==> config.mk <==
export PLATFORM = sky130hd
export DESIGN_NAME = hex_cal_exec
export DESIGN_NICKNAME = d
export VERILOG_FILES = /design/src/rtl/hex_cal_pkg.sv /design/src/rtl/hex_cal_div.sv /design/src/rtl/hex_cal_exec.sv
export SDC_FILE = /design/constraint.sdc
export NUM_CORES = 1
export LEC_CHECK = 0
export CAP_MARGIN = 25
export CORE_AREA = 3 3 179 181
export DETAILED_ROUTE_END_ITERATION = 6
export DIE_AREA = 0 0 182 184
export PLACE_DENSITY = 0.9
export SETUP_SLACK_MARGIN = 0.3
export SYNTH_ARGS = -nofsm -noshare
export SYNTH_HDL_FRONTEND = slang
export SYNTH_SLANG_ARGS = --single-unit
==> constraint.sdc <==
create_clock -name clk -period 8.58 [get_ports clk]
set_input_delay 0.858 -clock clk [delete_from_list [all_inputs] [get_ports clk]]
set_output_delay 0.858 -clock clk [all_outputs]
set_load 0.01 [all_outputs]
==> src/rtl/hex_cal_pkg.sv <==
// hex_cal_pkg: shared definitions for the hex calculator execution stage.
// This package holds the following:
//   - operator and data_type codes
//   - FSM state constants
//   - ASCII constants
//   - the captured-command struct
//   - the nibble-to-ASCII helper
package hex_cal_pkg;

  localparam logic [4:0] OP_ADD = 5'd1;
  localparam logic [4:0] OP_SUB = 5'd2;
  localparam logic [4:0] OP_MUL = 5'd3;
  localparam logic [4:0] OP_DIV = 5'd4;

  localparam logic [3:0] DT_SIGNED   = 4'd2;
  localparam logic [3:0] DT_UNSIGNED = 4'd3;

  localparam logic [1:0] IDLE = 2'd0;
  localparam logic [1:0] CALC = 2'd1;
  localparam logic [1:0] DIV  = 2'd2;
  localparam logic [1:0] EMIT = 2'd3;

  localparam logic [7:0] CR    = 8'h0D;
  localparam logic [7:0] LF    = 8'h0A;
  localparam logic [7:0] ASC_E = 8'h45;
  localparam logic [7:0] ASC_R = 8'h52;

  // Command latched on parser_done. Any data_type other than signed
  // collapses to unsigned, so only one bit is kept.
  typedef struct packed {
    logic [4:0]  op;
    logic        sgn;
    logic [15:0] a;
    logic [15:0] b;
  } cmd_t;

  // Uppercase hex: 0-9 -> 0x30.., A-F -> 0x41..
  function automatic logic [7:0] nib2asc(input logic [3:0] n);
    return (n < 4'd10) ? (8'h30 + {4'h0, n}) : (8'h37 + {4'h0, n});
  endfunction

endpackage

==> src/rtl/hex_cal_div.sv <==
// hex_cal_div: 16-bit restoring divider, one quotient bit per cycle.
// The divider works on operand magnitudes. Signs are fixed up on the outputs:
//   - the quotient is negated when the operand signs differ
//   - the remainder takes the sign of the dividend
// Ports:
//   clk, rst      clock, synchronous active-high reset
//   start         load operands (one cycle)
//   is_signed     treat operands as two's complement
//   dividend      16-bit dividend
//   divisor       16-bit divisor (caller guarantees non-zero)
//   done          high in the 16th active cycle; outputs are valid then
//   quotient      16-bit quotient
//   remainder     16-bit remainder
module hex_cal_div (
  input  logic        clk,
  input  logic        rst,
  input  logic        start,
  input  logic        is_signed,
  input  logic [15:0] dividend,
  input  logic [15:0] divisor,
  output logic        done,
  output logic [15:0] quotient,
  output logic [15:0] remainder
);

  logic        act;
  logic [3:0]  cnt;
  logic [15:0] rem_q, quo_q, dvs_q;
  logic        neg_q, neg_r;
  logic [16:0] sh;
  logic        ge;
  logic [15:0] rem_n, quo_n;

  function automatic logic [15:0] mag(input logic s, input logic [15:0] x);
    return (s && x[15]) ? -x : x;
  endfunction

  // One restoring step. The 16th step is taken combinationally in the last
  // cycle, so the caller can latch the answer at the end of that cycle.
  always_comb begin
    sh    = {rem_q, quo_q[15]};
    ge    = (sh >= {1'b0, dvs_q});
    rem_n = ge ? 16'(sh - {1'b0, dvs_q}) : sh[15:0];
    quo_n = {quo_q[14:0], ge};
  end

  assign done      = act && (cnt == 4'd15);
  assign quotient  = neg_q ? -quo_n : quo_n;
  assign remainder = neg_r ? -rem_n : rem_n;

  always_ff @(posedge clk) begin
    if (rst) begin
      act   <= 1'b0;
      cnt   <= '0;
      rem_q <= '0;
      quo_q <= '0;
      dvs_q <= '0;
      neg_q <= 1'b0;
      neg_r <= 1'b0;
    end else if (start) begin
      act   <= 1'b1;
      cnt   <= '0;
      rem_q <= '0;
      quo_q <= mag(is_signed, dividend);
      dvs_q <= mag(is_signed, divisor);
      neg_q <= is_signed && (dividend[15] ^ divisor[15]);
      neg_r <= is_signed && dividend[15];
    end else if (act) begin
      rem_q <= rem_n;
      quo_q <= quo_n;
      cnt   <= cnt + 4'd1;
      if (cnt == 4'd15) act <= 1'b0;
    end
  end

endmodule

==> src/rtl/hex_cal_exec.sv <==
// hex_cal_exec: execution/response stage of the UART hex calculator.
// Operation:
//   - captures a command on parser_done
//   - computes a 32-bit result (+, -, *, and / when the divider is built)
//   - streams the result as uppercase ASCII hex, plus optional CR LF, over
//     a valid/ready link
// Illegal operators and divide-by-zero set err and emit "ERR" instead.
// Macro HEX_CAL_DIV_EN:
//   - defined: the divider is built in
//   - undefined: operator 4 is illegal
// Ports:
//   clk, rst          clock, synchronous active-high reset
//   parser_done       one-cycle command strobe (ignored while busy)
//   operator          1 +, 2 -, 3 *, 4 /
//   data_type         2 signed, anything else unsigned
//   src1, src2        16-bit operands
//   tx_data/valid     character to UART TX
//   tx_ready          UART TX accepts character
//   busy              command in progress
//   result            last computed result
//   result_valid      one-cycle pulse on result update
//   err               error flag of the last command
module hex_cal_exec
  import hex_cal_pkg::*;
#(
  parameter int NUM_DIGITS = 8,
  parameter bit CRLF_EN    = 1'b1
) (
  input  logic        clk,
  input  logic        rst,
  input  logic        parser_done,
  input  logic [4:0]  operator,
  input  logic [3:0]  data_type,
  input  logic [15:0] src1,
  input  logic [15:0] src2,
  output logic [7:0]  tx_data,
  output logic        tx_valid,
  input  logic        tx_ready,
  output logic        busy,
  output logic [31:0] result,
  output logic        result_valid,
  output logic        err
);

  localparam int         NCRLF    = CRLF_EN ? 2 : 0;
  localparam logic [3:0] LAST_HEX = 4'(NUM_DIGITS + NCRLF - 1);
  localparam logic [3:0] LAST_ERR = 4'(3 + NCRLF - 1);

  logic [1:0]  state;
  cmd_t        cmd;
  logic [3:0]  idx;
  logic [31:0] a_ext, b_ext, alu;
  logic        illegal;
  logic        last;

  always_comb begin
    a_ext = cmd.sgn ? {{16{cmd.a[15]}}, cmd.a} : {16'h0, cmd.a};
    b_ext = cmd.sgn ? {{16{cmd.b[15]}}, cmd.b} : {16'h0, cmd.b};
    case (cmd.op)
      OP_SUB:  alu = a_ext - b_ext;
      OP_MUL:  alu = a_ext * b_ext;
      default: alu = a_ext + b_ext;
    endcase
  end

  always_comb begin
    illegal = 1'b1;
    case (cmd.op)
      OP_ADD, OP_SUB, OP_MUL: illegal = 1'b0;
`ifdef HEX_CAL_DIV_EN
      OP_DIV:                 illegal = (cmd.b == 16'h0);
`endif
      default:                illegal = 1'b1;
    endcase
  end

`ifdef HEX_CAL_DIV_EN
  logic        div_done;
  logic [15:0] div_q, div_r;

  hex_cal_div u_div (
    .clk       (clk),
    .rst       (rst),
    .start     (state == CALC && cmd.op == OP_DIV && !illegal),
    .is_signed (cmd.sgn),
    .dividend  (cmd.a),
    .divisor   (cmd.b),
    .done      (div_done),
    .quotient  (div_q),
    .remainder (div_r)
  );
`endif

  // Character i of the response. Hex digits run MSB nibble first over the
  // low NUM_DIGITS nibbles. CR then LF follow the digits or "ERR".
  function automatic logic [7:0] char_at(input logic [3:0] i, input logic e,
                                         input logic [31:0] r);
    logic [7:0] c;
    int         ii;
    ii = int'(i);
    c  = LF;
    if (e) begin
      if (ii == 0)      c = ASC_E;
      else if (ii < 3)  c = ASC_R;
      else if (ii == 3) c = CR;
    end else if (ii < NUM_DIGITS) begin
      c = nib2asc(4'(r >> (4 * (NUM_DIGITS - 1 - ii))));
    end else if (ii == NUM_DIGITS) begin
      c = CR;
    end
    return c;
  endfunction

  // Outputs decode straight from state. The character therefore cannot move
  // while it waits for tx_ready.
  assign tx_valid = (state == EMIT);
  assign tx_data  = tx_valid ? char_at(idx, err, result) : 8'h00;
  assign busy     = (state != IDLE);
  assign last     = (idx == (err ? LAST_ERR : LAST_HEX));

  always_ff @(posedge clk) begin
    if (rst) begin
      state        <= IDLE;
      cmd          <= '0;
      idx          <= '0;
      result       <= '0;
      result_valid <= 1'b0;
      err          <= 1'b0;
    end else begin
      result_valid <= 1'b0;
      case (state)
        IDLE: if (parser_done) begin
          cmd   <= '{op: operator, sgn: (data_type == DT_SIGNED), a: src1, b: src2};
          err   <= 1'b0;
          idx   <= '0;
          state <= CALC;
        end
        CALC: begin
          if (illegal) begin
            err   <= 1'b1;
            state <= EMIT;
`ifdef HEX_CAL_DIV_EN
          end else if (cmd.op == OP_DIV) begin
            state <= DIV;
`endif
          end else begin
            result       <= alu;
            result_valid <= 1'b1;
            state        <= EMIT;
          end
        end
`ifdef HEX_CAL_DIV_EN
        DIV: if (div_done) begin
          result       <= {div_r, div_q};
          result_valid <= 1'b1;
          state        <= EMIT;
        end
`endif
        EMIT: if (tx_ready) begin
          if (last) state <= IDLE;
          else      idx   <= idx + 4'd1;
        end
        default: state <= IDLE;
      endcase
    end
  end

endmodule

==> results of run 1 <==
==> tightest hold or removal path: stages, from the launching register on <==
cell and delay [ps]:
dfxtp_1 320, nand2_1 50, a21oi_1 50
==> where the power goes <==
part | internal [mW] | total [mW] | switching (mW)
sequential | 0.383 | 0.446 | 0.0624
combinational | 0.307 | 0.751 | 0.444
clock | 0.265 | 0.435 | 0.171
total | 0.955 | 1.63 | 0.677
==> repair_timing <==
action,4_1_cts,5_1_grt
setup endpoints to repair,0,5
gates resized for setup,0,7
endpoints found under the hold margin,0,0
setup buffers,0,5
==> sequential cells by signal, indices dropped and copies added, names as in the netlist <==
name and cells:
cmd 38, result 32, idx 4, state 2, err 1, result_valid 1
==> metrics by stage <==
| stage | power, mW | std cells | hold slack, ps |
|---|---|---|---|
| floorplan | 0.942 | 2095 | 447 |
| global placement | 1.15 | 2508 | 456 |
| detailed placement | 1.17 | 2508 | 463 |
| CTS | 1.61 | 2524 | 469 |
| global route | 1.71 | 2530 | 500 |
| finish | 1.63 | 2530 | 469 |
==> kinds of logic after synthesis <==
logic type,after synthesis,synth area share
and+or+nand+nor,624,0.170
adders and majority gates,499,0.477
buffers and inverters,446,0.0923
AOI/OAI and AO/OA,322,0.110
xor gates and xnor gates,113,0.0539
DFF,78,0.0850
muxes,12,0.0121
other,1,0.000204
==> per-layer routing <==
| layer | GRT usage | up-vias | share of wire |
|---|---|---|---|
| met2 | 0.554 | 846 | 0.48 |
| li1 | - | 6679 | - |
| met5 | 0 | - | 0 |
| met1 | 0.395 | 7662 | 0.36 |
| met4 | 0.220 | 0 | 0.081 |
| met3 | 0.0522 | 267 | 0.082 |
==> cells in the final DEF (no fill, tap or decap), drive strengths merged, types with 48 or more instances in the layout <==
master	count
a21oi	135
and2	192
nor2	87
xnor2	87
inv	334
buf	48
ha	164
o21ai	52
clkdlybuf4s50	86
nand2	229
fa	335
dfxtp	78
==> area by class of cell <==
cell class / count / area [µm²]
flip-flops and latches: 78 / 1570
clock buffers: 10 / 239
well taps: 396 / 495
repair buffers: 135 / 1250
clock inverters: 6 / 92.6
fillers: 2333 / 10600
multi-input cells: 1571 / 15100
inverters: 334 / 1260
==> final timing paths <==
kind,start,endpoint,slack (ps)
worst max-delay path,cmd[28]$_SDFFE_PP0P_,result[25]$_SDFFE_PP0P_,670
worst min-delay path,cmd[37]$_SDFFE_PP0P_,cmd[37]$_SDFFE_PP0P_,470
worst max register to register,cmd[28]$_SDFFE_PP0P_,result[25]$_SDFFE_PP0P_,670
worst min register to register,cmd[37]$_SDFFE_PP0P_,cmd[37]$_SDFFE_PP0P_,470
==> impl.org, run 1 <==
** Global routing
- Entering global routing, the biggest net connects 64 pins.
- The first global-routing pass estimated about 87000 µm of wire.
- The number of global-route vias before repair was 16900.
- Antenna violations before repair :: 0
- Across every metal layer, demand over resource in global routing totals 0.330.
- The total overflow left after global routing is 0.

** Logic synthesis
- Biggest area contributors in the synthesized netlist :: fa_1 36%, ha_1 11%, dfxtp_1 8.5%
- The number of nets handed over by synthesis was ~2600.
- Dominant cell type by area after synthesis :: fa_1
- Yosys instantiated no cell more often than fa_1.
- In the synthesized netlist the async set-or-reset flop fraction comes to 0.
- Among all flip-flop cells after synthesis, the most frequent one is dfxtp_1.
- Cell area after synthesis :: 0.0184 mm²
- In this run the mean area of a mapped cell was 8.77 µm².
- The share of synthesized area in the top cell type comes to 0.365.
- For this run, the register share of the synthesized area comes to 0.0850.
- Yosys mapped a number of flops with a built-in enable equal to 0.
- The commonest cells after synthesis are 335 x fa_1, 333 x inv_1, 229 x nand2_1.
- The cell count after synthesis came out at ~2100.
- Yosys printed 0 warnings.
- Seq cells post-synth :: 78
- The netlist uses between 60 and 70 different library cells.

** Worst setup path
- Data required time of the worst path :: between 8000 and 9000 ps
- In this run the worst path has a maximum fanout of 8.
- Worst reg-to-reg path cell count :: 25
- Max incr delay on CP :: 770 ps
- Slowest cell on the critical path :: dfxtp_1
- STA classifies the critical path startpoint as a flip-flop.
- Arrival @ worst endpoint :: 8210 ps
- Largest delay contributor family on the critical path :: adder cells
- Most repeated library cell on the critical path :: fa_1
- The number of buffers and inverters on the critical path is 5.
- Classification of the worst setup path :: flip-flop to flip-flop
- Logic depth of the worst setup path including buffers :: 25
- The worst setup path is captured at a flip-flop.

** Timing
- Setup violations remaining at the end of the flow were counted as 0.
- The worst pin sits at a relative slew slack of 0.295.
- Least-Margin Pin Slew :: about 1100 ps
- For the final routed database, the setup TNS stands at 0 ps.
- The count of endpoints failing hold in the final timing report is 0.
- After layout, the minimum clock period comes to roughly 8000 ps.
- Crit share post-route :: 0.922
- The final number of max-transition violations was 0.
- Unrepaired setup endpoints after global routing :: false
- For the final database, setup skew stands at 10.0 ps.
- For this run, the top clock speed supported by timing is about 0.13 GHz.
- Worst Slack Setup Final :: 668 ps

** Clock tree
- The H-tree was split into 3 levels.
- Clock-pin slew was measured on the worst setup and hold paths at about 70 ps.
- Root Driver :: clkbuf_16
- TritonCTS clock tree :: built
- Number of buffers added by the clock tree synthesis step :: 9
- Clock sink total :: between 70 and 80
- Longest Clk Path Bufs :: 2
- Latest clock arrival within the worst-skew pair :: 360 ps
- Number of buffers inserted for hold repair after clock tree synthesis :: 0

** Run status
- The run finished, with violations left.
- The checks that failed: DRC.

** Layout
- The net count of the finished layout is ~2700.
- Antenna diodes :: 0
- From synthesis to final layout, the design area changed by 8.95%.
- Summing all non-filler instances in the final layout gives an area of 0.0200 mm².
- Once layout is complete, the utilization of the core stands at 0.654.
- Layout cell share with drive strength beyond 1 :: 0.0450

** Detailed routing
- Vias after detailed routing :: around 15000
- Using the TritonRoute via totals, the vias-per-cell ratio works out to about 6.1.
- The routed design has around 54000 µm of wire.
- After detailed routing, the number of remaining DRC violations is 2.
- Number of detailed-routing iterations run before antenna repair :: 7
- For this block, the initial DRC count from the detailed router was between 1500 and 2000.
- Dividing the detail-routed wire length by the instance count gives ~21 µm.
- Antenna viol nets, final :: 0

** Hold path
- The worst hold path was traced through 2 stages.
- The min-delay analysis places its worst path in the category flip-flop to flip-flop.

** Die
- The die is 182 µm wide.
- The die covers between 0.03 and 0.04 mm².
- I/O pins :: 89
- Core area :: between 0.03 and 0.04 mm²
- Die H :: ~180 µm
- In this run the core area contains between 60 and 70 standard-cell rows.
- Starting Density :: 0.601

** Power
- VDD IR max :: approximately 0.12 mV
- Power density cells :: 81.5 mW/mm²
- For this design the static power due to leakage is a little under 10 nW.

** Placed design
- After detailed placement, the total cell area comes to between 0.015 and 0.02 mm².
- Quantity of I/O buffers inserted on ports :: just under 90
- Weighted congestion at the end of routability-driven global placement :: 1.03
- Pre-CTS setup slack :: ~540 ps
- Final HPWL DP :: around 43000 µm

** Flow run
- Max-cap violation count :: 0
No activity file was read; power rests on OpenSTA's default activity.
==> run 2, diff against run 1 <==
--- a/config.mk
+++ b/config.mk
@@ -7,6 +7,7 @@
 export LEC_CHECK = 0
 export CAP_MARGIN = 25
 export CORE_AREA = 3 3 179 181
+export CTS_CLUSTER_SIZE = 16
 export DETAILED_ROUTE_END_ITERATION = 6
 export DIE_AREA = 0 0 182 184
 export PLACE_DENSITY = 0.9
==> results of run 2 <==
The final DEF is identical to that of run 1; final timing and power are the same.
